File: src/rtl/i2c_arb_pkg.sv
// Shared types and constants for the two-sensor I2C engine arbiter.
package i2c_arb_pkg;

    typedef enum logic [1:0] {
        ST_IDLE  = 2'd0,
        ST_ISSUE = 2'd1,
        ST_WAIT  = 2'd2,
        ST_RESP  = 2'd3
    } state_t;

    localparam logic REQ_GSENSOR = 1'b0;
    localparam logic REQ_LSENSOR = 1'b1;

    localparam int DEFAULT_TIMEOUT_CYCLES = 50000;

endpackage

File: src/rtl/i2c_sensor_arbiter_if.sv
// Requester and byte-engine signals of the sensor arbiter, bundled as one bus.
interface i2c_sensor_arbiter_if;

    logic [1:0]  req_valid;
    logic [1:0]  req_ready;
    logic [1:0]  req_rw;
    logic [13:0] req_dev;
    logic [15:0] req_reg;
    logic [15:0] req_wdata;
    logic [1:0]  rsp_valid;
    logic [7:0]  rsp_data;
    logic        rsp_err;
    logic        eng_start;
    logic        eng_rw;
    logic [6:0]  eng_dev;
    logic [7:0]  eng_reg;
    logic [7:0]  eng_wdata;
    logic        eng_busy;
    logic        eng_done;
    logic        eng_nack;
    logic [7:0]  eng_rdata;
    logic        owner;

    // The arbiter itself connects as the slave side.
    modport slave (
        input  req_valid, req_rw, req_dev, req_reg, req_wdata,
               eng_busy, eng_done, eng_nack, eng_rdata,
        output req_ready, rsp_valid, rsp_data, rsp_err,
               eng_start, eng_rw, eng_dev, eng_reg, eng_wdata, owner
    );

    modport master (
        output req_valid, req_rw, req_dev, req_reg, req_wdata,
               eng_busy, eng_done, eng_nack, eng_rdata,
        input  req_ready, rsp_valid, rsp_data, rsp_err,
               eng_start, eng_rw, eng_dev, eng_reg, eng_wdata, owner
    );

endinterface

File: src/rtl/rr_arbiter2.sv
// Two-way round-robin selector: on a tie the requester not granted last wins.
module rr_arbiter2 (
    input  logic [1:0] req,
    input  logic       last,
    output logic [1:0] grant_onehot,
    output logic       grant_idx
);

    always_comb begin
        grant_idx = req[1];
        if (req == 2'b11) begin
            grant_idx = ~last;
        end
        grant_onehot = (req == 2'b00) ? 2'b00 : (grant_idx ? 2'b10 : 2'b01);
    end

endmodule

File: src/rtl/i2c_sensor_arbiter.sv
// Shares one I2C byte engine between the G-sensor and light sensor, one transaction at a time.
module i2c_sensor_arbiter
    import i2c_arb_pkg::*;
#(
    parameter int TIMEOUT_CYCLES = DEFAULT_TIMEOUT_CYCLES
) (
    input logic                  clk,
    input logic                  reset,
    i2c_sensor_arbiter_if.slave  bus
);

    localparam int WD_W = $clog2(TIMEOUT_CYCLES);
    localparam logic [WD_W-1:0] WD_LAST = WD_W'(TIMEOUT_CYCLES - 1);

    state_t          state;
    logic            last;
    logic            owner_q;
    logic [WD_W-1:0] wd;
    logic [1:0]      grant_onehot;
    logic            grant_idx;

    rr_arbiter2 u_rr (
        .req          (bus.req_valid),
        .last         (last),
        .grant_onehot (grant_onehot),
        .grant_idx    (grant_idx)
    );

    assign bus.owner = owner_q;

    // Strobes are decoded from state and gated by reset so they stay low during reset.
    always_comb begin
        bus.req_ready = 2'b00;
        bus.eng_start = 1'b0;
        bus.rsp_valid = 2'b00;
        if (!reset) begin
            case (state)
                ST_IDLE:  bus.req_ready = grant_onehot;
                ST_ISSUE: bus.eng_start = ~bus.eng_busy;
                ST_RESP:  bus.rsp_valid = (owner_q == REQ_LSENSOR) ? 2'b10 : 2'b01;
                default:  ;
            endcase
        end
    end

    always_ff @(posedge clk) begin
        if (reset) begin
            state         <= ST_IDLE;
            last          <= REQ_LSENSOR;
            owner_q       <= REQ_GSENSOR;
            wd            <= '0;
            bus.rsp_data  <= 8'h00;
            bus.rsp_err   <= 1'b0;
            bus.eng_rw    <= 1'b0;
            bus.eng_dev   <= 7'h00;
            bus.eng_reg   <= 8'h00;
            bus.eng_wdata <= 8'h00;
        end else begin
            case (state)
                ST_IDLE: begin
                    if (|bus.req_valid) begin
                        owner_q       <= grant_idx;
                        bus.eng_rw    <= bus.req_rw[grant_idx];
                        bus.eng_dev   <= grant_idx ? bus.req_dev[13:7]    : bus.req_dev[6:0];
                        bus.eng_reg   <= grant_idx ? bus.req_reg[15:8]    : bus.req_reg[7:0];
                        bus.eng_wdata <= grant_idx ? bus.req_wdata[15:8]  : bus.req_wdata[7:0];
                        wd            <= '0;
                        state         <= ST_ISSUE;
                    end
                end
                ST_ISSUE: begin
                    // The eng_start cycle itself counts as watchdog cycle 0.
                    if (!bus.eng_busy) begin
                        wd    <= WD_W'(1);
                        state <= ST_WAIT;
                    end else begin
                        wd <= '0;
                    end
                end
                ST_WAIT: begin
                    if (bus.eng_done) begin
                        bus.rsp_data <= bus.eng_rdata;
                        bus.rsp_err  <= bus.eng_nack;
                        state        <= ST_RESP;
                    end else if (wd == WD_LAST) begin
                        bus.rsp_data <= 8'h00;
                        bus.rsp_err  <= 1'b1;
                        state        <= ST_RESP;
                    end else begin
                        wd <= wd + 1'b1;
                    end
                end
                ST_RESP: begin
                    last  <= owner_q;
                    state <= ST_IDLE;
                end
                default: state <= ST_IDLE;
            endcase
        end
    end

endmodule

File: src/flat_wrapper.sv
// flat-port wrapper written by rule: the top's interface ports become plain ports
module i2c_sensor_arbiter_flat import i2c_arb_pkg::*;
#(
    parameter int TIMEOUT_CYCLES = DEFAULT_TIMEOUT_CYCLES
)
  (clk, reset, bus_req_valid, bus_req_rw, bus_req_dev, bus_req_reg, bus_req_wdata, bus_eng_busy, bus_eng_done, bus_eng_nack, bus_eng_rdata, bus_req_ready, bus_rsp_valid, bus_rsp_data, bus_rsp_err, bus_eng_start, bus_eng_rw, bus_eng_dev, bus_eng_reg, bus_eng_wdata, bus_owner);
  i2c_sensor_arbiter_if bus_i ();
  input logic clk;
  input logic reset;
  input wire logic [$bits(bus_i.req_valid)-1:0] bus_req_valid;
  input wire logic [$bits(bus_i.req_rw)-1:0] bus_req_rw;
  input wire logic [$bits(bus_i.req_dev)-1:0] bus_req_dev;
  input wire logic [$bits(bus_i.req_reg)-1:0] bus_req_reg;
  input wire logic [$bits(bus_i.req_wdata)-1:0] bus_req_wdata;
  input wire logic [$bits(bus_i.eng_busy)-1:0] bus_eng_busy;
  input wire logic [$bits(bus_i.eng_done)-1:0] bus_eng_done;
  input wire logic [$bits(bus_i.eng_nack)-1:0] bus_eng_nack;
  input wire logic [$bits(bus_i.eng_rdata)-1:0] bus_eng_rdata;
  output wire logic [$bits(bus_i.req_ready)-1:0] bus_req_ready;
  output wire logic [$bits(bus_i.rsp_valid)-1:0] bus_rsp_valid;
  output wire logic [$bits(bus_i.rsp_data)-1:0] bus_rsp_data;
  output wire logic [$bits(bus_i.rsp_err)-1:0] bus_rsp_err;
  output wire logic [$bits(bus_i.eng_start)-1:0] bus_eng_start;
  output wire logic [$bits(bus_i.eng_rw)-1:0] bus_eng_rw;
  output wire logic [$bits(bus_i.eng_dev)-1:0] bus_eng_dev;
  output wire logic [$bits(bus_i.eng_reg)-1:0] bus_eng_reg;
  output wire logic [$bits(bus_i.eng_wdata)-1:0] bus_eng_wdata;
  output wire logic [$bits(bus_i.owner)-1:0] bus_owner;
  assign bus_i.req_valid = bus_req_valid;
  assign bus_i.req_rw = bus_req_rw;
  assign bus_i.req_dev = bus_req_dev;
  assign bus_i.req_reg = bus_req_reg;
  assign bus_i.req_wdata = bus_req_wdata;
  assign bus_i.eng_busy = bus_eng_busy;
  assign bus_i.eng_done = bus_eng_done;
  assign bus_i.eng_nack = bus_eng_nack;
  assign bus_i.eng_rdata = bus_eng_rdata;
  assign bus_req_ready = bus_i.req_ready;
  assign bus_rsp_valid = bus_i.rsp_valid;
  assign bus_rsp_data = bus_i.rsp_data;
  assign bus_rsp_err = bus_i.rsp_err;
  assign bus_eng_start = bus_i.eng_start;
  assign bus_eng_rw = bus_i.eng_rw;
  assign bus_eng_dev = bus_i.eng_dev;
  assign bus_eng_reg = bus_i.eng_reg;
  assign bus_eng_wdata = bus_i.eng_wdata;
  assign bus_owner = bus_i.owner;
  i2c_sensor_arbiter #(.TIMEOUT_CYCLES(TIMEOUT_CYCLES)) u_core (.clk(clk), .reset(reset), .bus(bus_i));
endmodule
File: config.mk
export PLATFORM = sky130hd
export DESIGN_NAME = i2c_sensor_arbiter_flat
export DESIGN_NICKNAME = d
export VERILOG_FILES = /design/src/rtl/i2c_arb_pkg.sv /design/src/rtl/i2c_sensor_arbiter_if.sv /design/src/rtl/rr_arbiter2.sv /design/src/rtl/i2c_sensor_arbiter.sv /design/src/flat_wrapper.sv
export SDC_FILE = /design/constraint.sdc
export NUM_CORES = 1
export LEC_CHECK = 0
export BUFFER_PORTS_ARGS = -buffer_cell sky130_fd_sc_hd__buf_2
export CAP_MARGIN = 20
export CORE_MARGIN = 1.5
export CORE_UTILIZATION = 51
export DETAILED_ROUTE_END_ITERATION = 12
export PLACE_DENSITY = 0.82
export SLEW_MARGIN = 10
export SYNTH_ARGS = -nofsm -noshare
export SYNTH_HDL_FRONTEND = slang
export SYNTH_SLANG_ARGS = --single-unit
File: constraint.sdc
create_clock -name clk -period 3.7 [get_ports clk]
set_clock_uncertainty 0.2 [all_clocks]
set_input_delay 0.37 -clock clk [delete_from_list [all_inputs] [get_ports clk]]
set_output_delay 0.37 -clock clk [all_outputs]
set_load 0.02 [all_outputs]
==> results.yml <==
run_status:
  status: "finished, final reports clean"
finish:
  largest_reg_flops: 16
  layout-area-overhead-vs-synth_pct: 26.5
  n_antenna_cell: 0
  registers.top_by_ff_count: "u_core.wd"
  fin_nets: 439
  final_layout_size_suffix_gt1_share_pct: 31.8
route:
  wl_met1_um: 2530
  route.detailed.drc: 0
  dr.pass1.iters: 5
  drt_first_iter_violations: 242
  postRouteWirelength_um: 6090
  dr_wl_met2_um: 3080
  routed_wire_length_per_instance_um: 14.3
  dr_wl_met3_um: 428
  route.vias.total: 2481
  dr.max_layer_used: "met4"
  drt.antenna.violating_nets: 0
  vias_per_inst: 5.84
clock_tree:
  cts-htree-levels: 2
  cts_setup_buffers: 0
  cts_inserted_buffers: 5
  cts_num_sinks: 53
  ctsResizeCount: 0
  clk_latency_ns: 0.30
  cts_root_buffer: "sky130_fd_sc_hd__clkbuf_8"
  clock_path_buffers: 2
  hold_buffers: 0
  worst_setup_hold_path_clk_slew_ns: 0.09
  cts_tree: "yes"
synth:
  synth_top_cells_by_count: "53 x sky130_fd_sc_hd__dfxtp_1, 24 x sky130_fd_sc_hd__nor2_1, 18 x sky130_fd_sc_hd__nand2_1, 17 x sky130_fd_sc_hd__a21oi_1, 17 x sky130_fd_sc_hd__inv_1"
  yosys.cell_types.count: 50
  yosysTopAreaCell: "sky130_fd_sc_hd__dfxtp_1"
  synth_seq_area_share_pct: 43.1
  postSynthRegisterBits: 53
  post-synth-top-count-cell: "sky130_fd_sc_hd__dfxtp_1"
  yosys_most_used_dff: "sky130_fd_sc_hd__dfxtp_1"
  ys_warn_count: 0
  synthesis.area_per_instance_um2: 9.11
  synthArstFlopShare_pct: 0
  synthesis.area_mm2: 0.00246
  synth_enable_flop_cells: 0
  syn_inst: 270
  synth_area_leaders: "sky130_fd_sc_hd__dfxtp_1 43%, sky130_fd_sc_hd__a222oi_1 6.5%, sky130_fd_sc_hd__nor2_1 3.7%"
  syn-num-nets: 339
  synthDominantCellAreaShare_pct: 43.1
place:
  place.detailed.hpwl_um: 4500
  place_worst_setup_slack_ns: 1.37
  buffer_ports.inserted: 101
  place_congestion: 0.831
sta:
  fmaxAchievable_mhz: 374
  rsz0062_at_grt: "no"
  timing.final.hold_violations: 0
  finalSetupViolations: 0
  worst_slew_pin_slew_ns: 0.880
  finalMaxSlewViolations: 0
  min_period_over_period_pct: 72.3
  final_tns_setup_ns: 0
  final_critical_delay_including_setup_and_external_delays_ns: 2.68
  postLayoutSetupSlackWorst_ns: 1.02
  worst_slew_margin_rel_pct: 41.1
setup_path:
  critical_path_required_ns: 3.13
  crit_arrival_ns: 2.11
  timing_worst_setup_path_type: "flop to output port"
  worst-path-max-fanout: 15
  critPathMaxStageDelay_ns: 0.47
  cpMaxStageDelayCell: "sky130_fd_sc_hd__and2b_1"
  crit_path_cell_trace: "inv_1, ha_1, and2_1, and2b_1, buf_2"
  crit_path_start_kind: "flop"
  end_kind: "output port"
die:
  vertical_extent_of_the_die_um: 72.5
  num_rows: 25
  initial_utilization_pct: 52.4
  design.die.area_mm2: 0.00525
  top_level_ports: 102
  die_w_um: 72.5
  core_region_area_mm2: 0.00469
pwr:
  sw_share_pct: 39.5
  power.density_mw_per_mm2: 653
  power.leakage_nw: 1.47
  power.ir.vdd_worst_mv: 0.384
  int_pwr_mw: 1.23
  comb_power_share_pct: 43.2
  clock_power_share_pct: 19.8
  share_seq_of_total_power_pct: 37.0
  power.net_switching_uw: 803
global_route:
  grt_total_usage_pct: 23.1
  antenna_violations_before_repair: 0
  grt.overflow.total: 0
  grt_pass1_wl_um: 9710
  grt_max_degree: 32
  grt_pass1_vias: 2247
min_path:
  worstHoldPathType: "input port to flop"
job:
  timing.max_cap.violations: 0
-- cells in the final DEF, fill, tap and decap left out, types with 2 or more instances in the layout --
cell type and instances:
sky130_fd_sc_hd__inv_1 17, sky130_fd_sc_hd__and3_1 3, sky130_fd_sc_hd__a222oi_1 16, sky130_fd_sc_hd__a21boi_0 2, sky130_fd_sc_hd__a211o_1 2, sky130_fd_sc_hd__dfxtp_1 53
sky130_fd_sc_hd__o21a_1 2, sky130_fd_sc_hd__a211oi_1 7, sky130_fd_sc_hd__nor3b_1 2, sky130_fd_sc_hd__nand4_1 5, sky130_fd_sc_hd__a41oi_1 2, sky130_fd_sc_hd__nor2b_1 3
sky130_fd_sc_hd__buf_4 2, sky130_fd_sc_hd__or3_1 2, sky130_fd_sc_hd__a31oi_1 2, sky130_fd_sc_hd__a22o_1 8, sky130_fd_sc_hd__mux2i_1 8, sky130_fd_sc_hd__a21o_1 2
sky130_fd_sc_hd__and3b_1 3, sky130_fd_sc_hd__nor2_1 24, sky130_fd_sc_hd__nand2_1 18, sky130_fd_sc_hd__buf_2 101, sky130_fd_sc_hd__nand3_1 13, sky130_fd_sc_hd__nor3_1 4
sky130_fd_sc_hd__or4_1 3, sky130_fd_sc_hd__a21oi_1 17, sky130_fd_sc_hd__nor4_1 2, sky130_fd_sc_hd__and4_1 2, sky130_fd_sc_hd__o21ai_0 13, sky130_fd_sc_hd__clkbuf_8 6
sky130_fd_sc_hd__ha_1 6, sky130_fd_sc_hd__a22oi_1 3
-- worst max-delay path, delay by kind of cell (launching register included) --
| family | cells | cell delay, ns |
|---|---|---|
| simple gates | 2 | 0.76 |
| flops | 1 | 0.34 |
| buf+inv | 2 | 0.38 |
| fa+ha+maj | 1 | 0.33 |
-- cell type report --
type / count / area [um^2]
clock buffer: 7 / 86.3
clock inverter: 1 / 30.0
fill: 374 / 1580
inverter: 17 / 63.8
multi-input combinational: 190 / 1280
sequential: 53 / 1060
tap: 54 / 67.6
timing repair buffer: 103 / 520
-- final timing paths --
check	endpoint	start	slack, ns	depth (start not counted)
setup / recovery	bus_req_ready[1]	u_core.state[0]$_SDFFE_PP0P_	1.02	5
hold / removal	u_core.bus.eng_reg[7]$_SDFFE_PP0P_	bus_req_reg[7]	0.07	3
setup reg to reg	u_core.wd[8]$_SDFFE_PP0P_	u_core.state[0]$_SDFFE_PP0P_	1.34	7
hold reg to reg	u_core.bus.eng_wdata[7]$_SDFFE_PP0P_	u_core.bus.eng_wdata[7]$_SDFFE_PP0P_	0.27	2
-- stage by stage --
stage	util [%]	hold slack [ns]	power (mW)	area [um^2]	cells
6_report	66.3	0.0660	2.03	3110	425
5_1_grt	66.3	0.0773	2.15	3110	425
4_1_cts	66.3	0.0588	2.04	3110	425
3_5_place_dp	63.8	0.246	1.63	3000	417
3_3_place_gp	63.8	0.243	1.61	3000	417
2_1_floorplan	-	0.254	1.39	2460	270
-- per-layer routing --
layer / track usage, % / vias up
met1: 27.8 / 1155
li1: - / 1219
met3: 4.86 / 5
met5: 0 / -
met2: 41.3 / 102
met4: 6.92 / 0
-- power groups by stage --
stage | combinational [mW] | sequential, mW | clock, mW
after floorplan | 0.513 | 0.872 | 0
after global placement | 0.846 | 0.760 | 0
after detailed placement | 0.874 | 0.761 | 0
after CTS | 0.876 | 0.751 | 0.412
after global routing | 0.961 | 0.764 | 0.430
final | 0.878 | 0.751 | 0.402
-- logic make-up (layout without fill, tap and decap cells) --
group | after synthesis | in the layout | share of synthesized area (%)
simple gates | 92 | 92 | 20.1
buf+inv | 27 | 128 | 4.73
fa+ha+maj | 6 | 6 | 3.05
mux | 9 | 9 | 3.71
compound gates | 83 | 83 | 25.2
flops | 53 | 53 | 43.1
Power figures use the tool's default switching activity.
